===== config.mk =====
export PLATFORM = sky130hd
export DESIGN_NAME = serial_adder_ctrl
export DESIGN_NICKNAME = d
export VERILOG_FILES = /design/src/rtl/serial_adder_ctrl.sv
export SDC_FILE = /design/constraint.sdc
export NUM_CORES = 1
export LEC_CHECK = 0
export CORE_MARGIN = 5
export CORE_UTILIZATION = 39
export DETAILED_ROUTE_END_ITERATION = 10
export PLACE_DENSITY = 0.63
export SETUP_SLACK_MARGIN = 0.05
export SYNTH_ARGS = -nofsm -noshare
export SYNTH_HDL_FRONTEND = slang
export SYNTH_HIERARCHICAL = 1
export SYNTH_SLANG_ARGS = --single-unit
export TNS_END_PERCENT = 50

===== constraint.sdc =====
create_clock -name clk -period 1.7 [get_ports clk]
set_input_delay 0.51 -clock clk [delete_from_list [all_inputs] [get_ports clk]]
set_output_delay 0.51 -clock clk [all_outputs]
set_load 0.02 [all_outputs]

===== src/rtl/serial_adder_ctrl.sv =====
// Bit-serial adder controller: one shared full adder, one bit per clock, LSB first.
// Optional signed-overflow flag output enabled by defining SERIAL_ADDER_OVF_EN.

module full_adder (
    input  logic i_x,
    input  logic i_y,
    input  logic i_ci,
    output logic o_s,
    output logic o_co
);
    assign o_s  = i_x ^ i_y ^ i_ci;
    assign o_co = (i_x & i_y) | (i_ci & (i_x ^ i_y));
endmodule

module serial_adder_ctrl #(
    parameter int WIDTH = 8
) (
    input  logic             clk,
    input  logic             rst_n,
    input  logic             start,
    input  logic [WIDTH-1:0] a,
    input  logic [WIDTH-1:0] b,
    input  logic             c_in,
    output logic             busy,
    output logic             done,
    output logic [WIDTH-1:0] sum,
    output logic             c_out
`ifdef SERIAL_ADDER_OVF_EN
    ,
    output logic             ovf
`endif
);
    localparam int CW = $clog2(WIDTH) + 1;

    typedef enum logic [1:0] {S_IDLE, S_RUN, S_DONE} state_t;

    state_t           r_state, w_next;
    logic [WIDTH-1:0] r_a_sh, r_b_sh, r_s_sh, r_sum;
    logic             r_carry, r_cout;
    logic [CW-1:0]    r_cnt;
    logic             w_accept, w_last;
    logic             w_s, w_co;
    logic [WIDTH-1:0] w_s_next;

    full_adder u_fa (
        .i_x  (r_a_sh[0]),
        .i_y  (r_b_sh[0]),
        .i_ci (r_carry),
        .o_s  (w_s),
        .o_co (w_co)
    );

    assign w_s_next = {w_s, r_s_sh[WIDTH-1:1]};

    always_ff @(posedge clk or negedge rst_n) begin
        if (!rst_n) r_state <= S_IDLE;
        else        r_state <= w_next;
    end

    always_comb begin
        w_next   = r_state;
        w_accept = 1'b0;
        w_last   = (r_state == S_RUN) && (r_cnt == CW'(WIDTH - 1));
        case (r_state)
            S_IDLE: if (start) begin
                w_accept = 1'b1;
                w_next   = S_RUN;
            end
            S_RUN:  if (w_last) w_next = S_DONE;
            S_DONE: begin
                // A start in the DONE cycle chains straight into the next operation.
                if (start) begin
                    w_accept = 1'b1;
                    w_next   = S_RUN;
                end else begin
                    w_next   = S_IDLE;
                end
            end
            default: w_next = S_IDLE;
        endcase
    end

    always_ff @(posedge clk or negedge rst_n) begin
        if (!rst_n) begin
            r_a_sh  <= '0;
            r_b_sh  <= '0;
            r_s_sh  <= '0;
            r_carry <= 1'b0;
            r_cnt   <= '0;
            r_sum   <= '0;
            r_cout  <= 1'b0;
        end else if (w_accept) begin
            r_a_sh  <= a;
            r_b_sh  <= b;
            r_s_sh  <= '0;
            r_carry <= c_in;
            r_cnt   <= '0;
        end else if (r_state == S_RUN) begin
            r_a_sh  <= r_a_sh >> 1;
            r_b_sh  <= r_b_sh >> 1;
            r_s_sh  <= w_s_next;
            r_carry <= w_co;
            r_cnt   <= r_cnt + CW'(1);
            if (w_last) begin
                r_sum  <= w_s_next;
                r_cout <= w_co;
            end
        end
    end

`ifdef SERIAL_ADDER_OVF_EN
    logic r_ovf;
    // On the MSB edge r_carry is the carry into the MSB and w_co the carry out of it.
    always_ff @(posedge clk or negedge rst_n) begin
        if (!rst_n)      r_ovf <= 1'b0;
        else if (w_last) r_ovf <= r_carry ^ w_co;
    end
    assign ovf = r_ovf;
`endif

    assign busy  = (r_state == S_RUN);
    assign done  = (r_state == S_DONE);
    assign sum   = r_sum;
    assign c_out = r_cout;

endmodule


==> reports/summary.txt <==
Die W: 74.6 um
Inst Count DP: 212
ANT cells: 0
Final WS setup: 133 ps
Critical Path Source: r_state[0]$_DFFE_PN0P_
Crit path buf inv count: 1
Worst Setup Start Kind: register
Mapped Cells: 131
Initial antenna violation count: 0
Clk_lat worst skew: 290 ps
Largest net degree at the start of global routing: 22
Register bit total from synthesis: 39
Pins Over Slew Limit: 0
Synth area leaders: dfrtp_1, mux2_2, a22o_1
Hold Crit Class: input port to async pin
Htree depth: 2
Worst flop-to-flop path startpoint: r_cnt[0]$_DFFE_PN0P_
Vias in the first global route: 1,245
Fraction of the yosys area taken by sequential cells: 0.599
Die Y: 74.6 um
Layout cells sized above 1: 0.194
DR iter-0 viols: 49
Fmax: 638 MHz
Mapped Nets: 153
Share of the synthesized area in the top cell type: 0.599
Pwr dens: 1790 nW/um^2
Layout Cells excl Fill: 220
Tot GR Track Use: 0.136
CTS tree: done
Fill cell count: 353
Max-cap violations: 0
Min cycle time layout: 1570 ps
Worst slew pin tran: 462 ps
Global-route wire length before repair: 5.75 mm
RSZ-0062 raised after global routing: no
Crit path DAT: 1060 ps
Commonest non-fill, non-tap cell in the layout: dfrtp_1
Root cell of the clock tree: clkbuf_8
Worst-path fanout max: 3
Outcome: finished, final reports clean
Post-synth cell types: 21
Max incr delay on CP: 420 ps
Post-synthesis area per instance: 12.4 um^2
IO Pins: 31
Clk sink count: 39
DR vias/cell: 5.07
Final Cycle Share: 0.922
Required time of the critical path: 1190 ps
Commonest cells after routing, fill and taps aside: dfrtp_1, nand2_1, clkdlybuf4s50_1
Remaining DRCs: 0
FP Rows: 23
Netlist Area Pre-Place: 1630 um^2
CP max stage cell: dfrtp_1
Clk_skew: 6.59 ps
Maximum clock path buffer count: 2
Setup Viol. Count Final: 0
Clock transition at path regs: 70 ps
Vias: 1,116
P_leak: 1.00 nW
Worst Setup End Kind: primary output
Final hold vios: 0
I/O Buffers: 30
Total CTS buffers: 5
VDD IR max: 806 uV
Gr ovfl total: 0
RD Place Congestion: 0.770
Detailed placement HPWL: 2.31 mm
Starting Density: 0.404
ANT nets after route: 0
CP top delay family: flip-flops
Pre-CTS setup slack: -15.0 ps
Area grow syn2layout: 30.9%
Worst path cell trace: and2b_1 -> buf_2
Total die area: 5570 um^2
Pre-antenna DRT Iters: 4
Largest area contributor in the netlist: dfrtp_1
Slew HR: 0.692
CORE AREA: 4030 um^2
WS Path Type: register to primary output
Layout Nets: 191
YS warnings: 6
DR WL/cell: 14.5 um
Post-Route WL: 3.20 mm
[cell usage after synthesis, drive strengths merged]
cell type / instances
nand4: 1
nor3: 1
nor2: 1
ha: 1
nand3: 10
a22o: 10
mux2i: 8
a22oi: 9
clkbuf: 2
fa: 1
nand2b: 2
mux2: 10
nand2: 19
buf: 6
o21ai: 8
inv: 1
dfrtp: 39
and2b: 2
[per-stage QoR]
step                setup TNS (ps)  hold slack, ps  instance area, um^2   util  total power, mW
finish                           0             117                 2130  0.529             3.81
global route                     0             128                 2130  0.529             4.09
CTS                              0             117                 2130  0.529             3.86
detailed placement           -56.6             425                 2050  0.510             3.27
global placement                 0             425                 2050  0.510             3.20
floorplan                        0             214                 1630      -             2.64
[power breakdown]
part	switching [mW]	internal (mW)	total, mW
Clock	0.295	0.370	0.664
Sequential	0.254	1.33	1.59
Combinational	0.801	0.755	1.56
[what timing repair did]
action                                 4_1_cts  5_1_grt
endpoints found under the hold margin        0        0
setup buffers                                0        0
resized for setup                           17        0
setup endpoints to repair                   11        0
hold buffers                                 0        0
[sequential cells by signal, summed over array words and instances, names as in the netlist]
signal and cells:
r_a_sh 8, r_b_sh 8, sum 8, r_s_sh 7
r_cnt 4, r_state 2, c_out 1, r_carry 1
[layout make-up]
class,instances,area [um^2],share of cell area
clock buffer,8,100,0.0469
inverter,1,3.75,0.00176
multi-input combinational,83,611,0.286
sequential,39,976,0.458
tap,50,62.6,0.0293
timing repair buffer,39,379,0.178
[logic make-up after synthesis]
| kind of cell | after synthesis | synth area share |
|---|---|---|
| AO/OA/AOI/OAI | 27 | 0.120 |
| multiplexers | 18 | 0.118 |
| adder cells (fa/ha/maj) | 2 | 0.0200 |
| AND/OR/NAND/NOR | 36 | 0.117 |
| flip-flops | 39 | 0.599 |
| buffers and inverters | 9 | 0.0261 |
[layer usage]
layer | GRT usage | routed length, um | share of wire
met4 | 0.0415 | 44 | 0.014
met3 | 0.0521 | 209 | 0.065
met1 | 0.174 | 1470 | 0.46
met2 | 0.215 | 1470 | 0.46
met5 | 0 | 0 | 0
[path summary, 6_finish.rpt]
| path | to | slack [ps] | depth (start not counted) |
|---|---|---|---|
| setup reg to reg | sum[7]$_DFFE_PN0P_ | 150 | 5 |
| setup / recovery | done | 130 | 2 |
| min in group clk | r_a_sh[0]$_DFFE_PN0P_ | 500 | 2 |
| hold reg to reg | r_a_sh[0]$_DFFE_PN0P_ | 500 | 2 |
| max in group asynchronous | r_s_sh[6]$_DFFE_PN0P_ | 1150 | 2 |
| hold / removal | sum[1]$_DFFE_PN0P_ | 120 | 1 |
No activity file was read; power rests on OpenSTA's default activity.
